[src/rtl/bist_session_sequencer.sv]
// BIST session sequencer: start -> INIT -> RUN -> CAPTURE -> serial status/signature frame.
// Optional per-session statistics counters are enabled by defining BIST_SESSION_STATS_EN.
module bist_session_sequencer #(
  parameter int unsigned      SIG_W       = 4,
  parameter logic [SIG_W-1:0] GOLDEN_SIG  = 4'b0011,
  parameter int unsigned      TIMEOUT_CYC = 15
) (
  input  logic             clock,
  input  logic             reset,
  input  logic             start,
  input  logic             finish,
  input  logic [SIG_W-1:0] signature,
  output logic             bist_rst,
  output logic             testmode,
  output logic             busy,
  output logic             sout,
  output logic             sout_valid,
  input  logic             sout_ready,
  output logic             fault_detected,
  output logic [SIG_W-1:0] sig_hold
`ifdef BIST_SESSION_STATS_EN
  ,
  output logic [7:0]       session_cnt,
  output logic [7:0]       fail_cnt
`endif
);

  localparam int unsigned FRAME_W = SIG_W + 2;
  localparam int unsigned CntW    = $clog2(TIMEOUT_CYC + 1);
  localparam int unsigned IdxW    = $clog2(FRAME_W);

  typedef enum logic [2:0] {StIdle, StInit, StRun, StCapture, StShift} state_e;

  state_e               state_q, state_d;
  logic [CntW-1:0]      cnt_q, cnt_d;
  logic                 timeout_q, timeout_d;
  logic [FRAME_W-1:0]   frame_q, frame_d;
  logic [IdxW-1:0]      idx_q, idx_d;
  logic                 fault_q, fault_d;
  logic [SIG_W-1:0]     sig_hold_q, sig_hold_d;
  logic                 bist_rst_q, bist_rst_d;
  logic                 testmode_q, testmode_d;
  logic                 busy_q, busy_d;
  logic                 sout_q, sout_d;
  logic                 sout_valid_q, sout_valid_d;
  logic                 fault_flag;
`ifdef BIST_SESSION_STATS_EN
  logic [7:0]           session_q, session_d;
  logic [7:0]           fail_q, fail_d;
`endif

  always_comb begin
    state_d    = state_q;
    cnt_d      = cnt_q;
    timeout_d  = timeout_q;
    frame_d    = frame_q;
    idx_d      = idx_q;
    fault_d    = fault_q;
    sig_hold_d = sig_hold_q;
    fault_flag = 1'b0;
`ifdef BIST_SESSION_STATS_EN
    session_d  = session_q;
    fail_d     = fail_q;
`endif

    case (state_q)
      StIdle: begin
        if (start) begin
          state_d = StInit;
          cnt_d   = '0;
        end
      end
      StInit: begin
        if (cnt_q == CntW'(1)) begin
          state_d = StRun;
          cnt_d   = '0;
        end else begin
          cnt_d = cnt_q + CntW'(1);
        end
      end
      StRun: begin
        // finish takes priority over the timeout limit in the same cycle
        if (finish) begin
          state_d   = StCapture;
          timeout_d = 1'b0;
        end else if (cnt_q == CntW'(TIMEOUT_CYC - 1)) begin
          state_d   = StCapture;
          timeout_d = 1'b1;
        end else begin
          cnt_d = cnt_q + CntW'(1);
        end
      end
      StCapture: begin
        fault_flag = (signature != GOLDEN_SIG) | timeout_q;
        sig_hold_d = signature;
        fault_d    = fault_flag;
        frame_d    = {timeout_q, fault_flag, signature};
        idx_d      = IdxW'(FRAME_W - 1);
        cnt_d      = '0;
        state_d    = StShift;
`ifdef BIST_SESSION_STATS_EN
        if (session_q != 8'hFF) session_d = session_q + 8'd1;
        if (fault_flag && (fail_q != 8'hFF)) fail_d = fail_q + 8'd1;
`endif
      end
      StShift: begin
        // sout_valid is always high in this state, so ready alone means a transfer
        if (sout_ready) begin
          if (idx_q == '0) begin
            state_d = StIdle;
          end else begin
            idx_d   = idx_q - IdxW'(1);
            frame_d = {frame_q[FRAME_W-2:0], 1'b0};
          end
        end
      end
      default: state_d = StIdle;
    endcase

    // Outputs are registered copies decoded from the next state
    bist_rst_d   = (state_d != StInit);
    testmode_d   = (state_d == StRun);
    busy_d       = (state_d != StIdle);
    sout_valid_d = (state_d == StShift);
    sout_d       = (state_d == StShift) ? frame_d[FRAME_W-1] : 1'b0;
  end

  always_ff @(posedge clock) begin
    if (!reset) begin
      state_q      <= StIdle;
      cnt_q        <= '0;
      timeout_q    <= 1'b0;
      frame_q      <= '0;
      idx_q        <= '0;
      fault_q      <= 1'b0;
      sig_hold_q   <= '0;
      bist_rst_q   <= 1'b1;
      testmode_q   <= 1'b0;
      busy_q       <= 1'b0;
      sout_q       <= 1'b0;
      sout_valid_q <= 1'b0;
`ifdef BIST_SESSION_STATS_EN
      session_q    <= '0;
      fail_q       <= '0;
`endif
    end else begin
      state_q      <= state_d;
      cnt_q        <= cnt_d;
      timeout_q    <= timeout_d;
      frame_q      <= frame_d;
      idx_q        <= idx_d;
      fault_q      <= fault_d;
      sig_hold_q   <= sig_hold_d;
      bist_rst_q   <= bist_rst_d;
      testmode_q   <= testmode_d;
      busy_q       <= busy_d;
      sout_q       <= sout_d;
      sout_valid_q <= sout_valid_d;
`ifdef BIST_SESSION_STATS_EN
      session_q    <= session_d;
      fail_q       <= fail_d;
`endif
    end
  end

  assign bist_rst       = bist_rst_q;
  assign testmode       = testmode_q;
  assign busy           = busy_q;
  assign sout           = sout_q;
  assign sout_valid     = sout_valid_q;
  assign fault_detected = fault_q;
  assign sig_hold       = sig_hold_q;
`ifdef BIST_SESSION_STATS_EN
  assign session_cnt    = session_q;
  assign fail_cnt       = fail_q;
`endif

endmodule

[config.mk]
export PLATFORM = sky130hd
export DESIGN_NAME = bist_session_sequencer
export DESIGN_NICKNAME = d
export VERILOG_FILES = /design/src/rtl/bist_session_sequencer.sv
export SDC_FILE = /design/constraint.sdc
export NUM_CORES = 1
export LEC_CHECK = 0
export CORE_UTILIZATION = 56
export CTS_BUF_LIST = sky130_fd_sc_hd__clkbuf_16
export CTS_CLUSTER_SIZE = 24
export DETAILED_ROUTE_END_ITERATION = 10
export PLACE_DENSITY = 0.87
export SYNTH_ARGS = -nofsm -noshare
export SYNTH_HDL_FRONTEND = slang
export SYNTH_SLANG_ARGS = --single-unit
[constraint.sdc]
create_clock -name clock -period 3.19 [get_ports clock]
set_clock_uncertainty 0.2 [all_clocks]
set_input_delay 0.638 -clock clock [delete_from_list [all_inputs] [get_ports clock]]
set_output_delay 0.638 -clock clock [all_outputs]
set_load 0.03 [all_outputs]
Word-level counts from Yosys, hierarchy flattened
Cells that the tools add are included.
- reductions and logical operators: 10
- shift operators: 0
- div/mod/pow operators: 0
- order comparisons: 0
- $mul: 0
- bitwise operators: 1
- equal/unequal tests: 15
- add/subtract/negate cells: 2
- muxes and demuxes: 20
- operators by type and width (cell ; number):
    $mux 3 ; 8
    $mux 4 ; 4
    $pmux 4 s4 ; 1
    $pmux 3 s5 ; 1
    $mux 6 ; 2
    $pmux 6 s2 ; 1
    $ne 2x2->1 const B ; 5
    $eq 3x2->1 const B ; 3
    $eq 3x3->1 const B ; 2
    $logic_not 3->1 ; 2
    $pmux 3 s2 ; 1
    $add 4x1->4 const B ; 1
    $eq 4x1->1 const B ; 1
    $eq 4x4->1 const B ; 1
    $ne 4x2->1 const B ; 1
    $reduce_and 2->1 ; 2
    $reduce_and 4->1 ; 1
    $reduce_bool 2->1 ; 2
    $reduce_bool 4->1 ; 1
    $eq 3x1->1 const B ; 1
    $ne 3x1->1 const B ; 1
    $reduce_and 3->1 ; 1
    $reduce_bool 3->1 ; 1
    $sub 3x1->3 const B ; 1
    other kinds (2) ; 3
- logic and storage cells: 61
- bits of input ports: 9
- ROM bits: 0
- output and inout bits: 10
- register bits: 27
- memory bits (writable): 0
- bits in latches: 0
- memories kept: 0

Logic depth before layout (Yosys ltp)
- depth in word-level cells: 6
- gate-level depth with buffers: 7
- depth with buffers taken out: 6

Worst setup path before layout
Ideal clock, no wire load.
- path kind: register -> register
- start point: register cnt_q[0]
- end point: register cnt_q[3]
- library setup time: 0.070 ns
- path buffers: 0
- slack: 1.348 ns
- period minus slack after synthesis: 1.842 ns
- data required time: 2.920 ns
- arrival: 1.572 ns
- stages on the path, launching flop included: 7
- cells stage by stage: dfxtp_1 inv_1 ha_1 and3_1 o21a_1 or4_1 a21boi_1
- cells in the longest elaborated chain, start to end: 4
- elaborated cells on any way between the ends: 9
- those cells by class: add/sub (1); eq/ne (3); mux (4); reduce/logical (1)
- RTL lines (what ; RTL line ; text):
    from (decl) ; 35 ; logic [CntW-1:0] cnt_q, cnt_d;
    from (signal assigned) ; 148 ; cnt_q <= cnt_d;
    $add 4x1->4 ; 78, 90 ;
    $mux 4 ; 86 ; end else if (cnt_q == CntW'(TIMEOUT_CYC - 1)) begin
    $mux 4 ; 83 ; if (finish) begin
    $pmux 4 s4 ; 66 ; case (state_q)
Several ways; a longest one is shown, not always the timed one. The select of a mux whose other input is x is not followed.
A chain may end at the register's enable or synchronous reset.

Worst setup path after layout
- start point: register sig_hold_q[2] (netlist: sig_hold[2])
- end point: output sig_hold[2]
- RTL lines (what ; RTL line ; text):
    from (decl) ; 40 ; logic [SIG_W-1:0] sig_hold_q, sig_hold_d;
    from (signal assigned) ; 153 ; sig_hold_q <= sig_hold_d;
    to (decl) ; 20 ; output logic [SIG_W-1:0] sig_hold
No word-level cell between the ends.

==> impl_results.md <==
* Outcome: completed
* Ant. Diodes at 0
* Syn Area/Cell at 9.13 um2
* IO Pins at 19
* Final hold vios at 0
* Leak pwr at 0.559 nW
* Latest clock arrival within the worst-skew pair at 0.26 ns
* Layout area overhead at 22.1%
* Worst Hold End: fault_detected$_SDFFE_PN0N_
* Number of global-route vias before repair at 993
* Post-Synthesis Cell Area at 1210 um2
* TritonCTS clock tree: built
* Sequential element share of the synthesized area at 0.445
* Reg-to-reg endpoint: cnt_q[3]$_SDFFE_PN0P_
* Vias per cell at 5.57
* Top cell type's share of synthesized area at 0.445
* HPWL after detailed placement at 1840 um
* Hold Crit Start: fault_detected$_SDFFE_PN0N_
* Final Worst Setup Slack at 1.05 ns
* I/O Buffers at 18
* GRT overflow at 0
* Ys flop type: dfxtp_1
* Rows at 16
* Most common cell after layout, fill and taps aside: dfxtp_1
* CTS root buf: clkbuf_16
* Total Routed Length at 2540 um
* Cts hold-fix bufs at 0
* Slew headroom at 0.650
* CTS Buffer Depth at 2
* Peak supply drop at 0.000323 V
* Worst setup SP type: flop
* DRT antenna net count at 0
* Die width at 48.6 um
* Reg2Reg Depth at 6
* All-Layer GR Usage at 0.225
* Vert. Die Dim at 48.6 um
* Top cells by area, synth: dfxtp_1 45%, nand2_1 7.1%, ha_1 5.2%, a21oi_1 3.3%, and2_1 2.6%
* Crit path DAT at 1.30 ns
* Synth cell types at 41
* Critical path data required time at 2.35 ns
* RD Place Congestion at 0.779
* Synth Warn # at 0
* Critical path buffers and inverters at 1
* Register bit count reported by yosys at 27
* Unrepaired setup endpoints after global routing: false
* Cts bufs inserted at 3
* Ys async rst share at 0
* Clock transition at path regs at 0.06 ns
* Drt first pass iters at 4
* Worst-Margin Slew at 0.524 ns
* Core box area at 2000 um2
* Die ar. at 2360 um2
* Final slew viol count at 0
* Reg2reg setup slack at 1.22 ns
* DR vias at 992
* Average wire per standard cell at 14.3 um
* Initial antenna violation count at 0
* Slowest stage cell, crit path: clkdlybuf4s50_1
* Syn_nets at 147
* Hold Path Class: reg2reg
* Share of layout cells above drive strength 1 at 0.0662
* Post-synth EDFFs at 0
* FMAX at 468 MHz
* Largest net degree at the start of global routing at 18
* TNS Setup at 0 ns
* Reg2reg start: cnt_q[0]$_SDFFE_PN0P_
* First-pass GRT wire length at 4150 um
* Max Cap Viol at 0
* Pwr Density at 489 nW/um2
* CP Capture Type: output pin
* Post-CTS Setup Bufs at 0
* Clock Sinks at 27
* Nets at 166
* Pre-CTS WS at 0.893 ns
* Worst hold slack at 0.253 ns
* Max incr delay on CP at 0.69 ns
* Worst path cell trace: clkdlybuf4s50_1
* Post-Synthesis Cells at 133
* CP Class: reg2out
* Top Family by Delay on Critical Path: buffers and inverters
* Final setup violating endpoints at 0
* Crit-path max FO at 2
* DR iter-0 viols at 25
* Starting Density at 0.606
* Hold Path Depth at 2
* Period utilisation layout at 0.670
* Tmin final at 2.14 ns
* Commonest non-fill, non-tap cells in the layout: 27 x dfxtp_1, 23 x nand2_1, 18 x clkdlybuf4s50_1, 8 x a21oi_1, 6 x inv_1
* Drc violations at 0
* Post-CTS Resized at 0
* # H-tree levels at 1
* Synth area leader: dfxtp_1
tightest hold or removal path: cells and delay by family (launching register included):
| family | cells | cell delay (ns) |
|---|---|---|
| and+or+nand+nor | 1 | 0.05 |
| AOI/OAI and AO/OA | 1 | 0.05 |
| DFF | 1 | 0.31 |
through the flow:
stage / util / total power, mW / instance area, um2 / cells
after floorplan: - / 0.424 / 1210 / 133
after global placement: 0.701 / 0.452 / 1400 / 174
after detailed placement: 0.701 / 0.458 / 1400 / 174
after CTS: 0.740 / 0.731 / 1480 / 178
after global routing: 0.740 / 0.756 / 1480 / 178
final: 0.740 / 0.724 / 1480 / 178
power breakdown:
| group | switching, mW | total [mW] | internal [mW] |
|---|---|---|---|
| Combinational | 0.0473 | 0.0891 | 0.0418 |
| Sequential | 0.0124 | 0.362 | 0.350 |
| Clock | 0.106 | 0.273 | 0.167 |
how the worst max path moves through the flow:
stage                             startpoint                    end  cells past startpoint
CTS                 sig_hold[2]$_SDFFE_PN0N_            sig_hold[2]                      1
global placement                  sout_ready  frame_q[5]$_SDFF_PN0_                      4
finish              sig_hold[2]$_SDFFE_PN0N_            sig_hold[2]                      1
floorplan              cnt_q[0]$_SDFFE_PN0P_  cnt_q[3]$_SDFFE_PN0P_                      6
detailed placement                sout_ready  frame_q[5]$_SDFF_PN0_                      4
global route        sig_hold[2]$_SDFFE_PN0N_            sig_hold[2]                      1
per-layer routing:
metal | GRT usage | up-vias | part of all wire
met1 | 0.259 | 472 | 0.43
li1 | - | 500 | -
met5 | 0 | - | 0
met3 | 0.0252 | 2 | 0.024
met4 | 0.0735 | 0 | 0.0039
met2 | 0.430 | 18 | 0.55
area by class of cell:
type	count	area, um2
Fill cell	156	520
Inverter	5	18.8
Multi-Input combinational cell	97	629
Sequential cell	27	541
Clock buffer	3	75.1
Clock inverter	1	3.75
Tap cell	27	33.8
Timing Repair Buffer	18	180
cell families after synthesis:
group	Yosys count	synth area share
AO/OA/AOI/OAI	30	0.174
XOR/XNOR	1	0.00722
adder cells (fa/ha/maj)	5	0.0515
buffers and inverters	9	0.0361
flip-flops	27	0.445
multiplexers	2	0.0175
AND/OR/NAND/NOR	59	0.268
registers in the layout, indices dropped and copies added (netlist names):
signal          count
sig_hold            4
idx_q               3
fault_detected      1
frame_q             6
testmode            1
busy                1
sout                1
timeout_q           1
bist_rst            1
sout_valid          1
state_q             3
cnt_q               4
cells in the mapped netlist (all sizes together), types with 4 or more instances:
cell / instances
a21oi: 9
a31oi: 5
and2: 5
dfxtp: 27
ha: 5
inv: 5
nand2: 23
nand2b: 4
nand3: 4
nor2: 5
o21ai: 5
No activity file was read; power rests on OpenSTA's default activity.
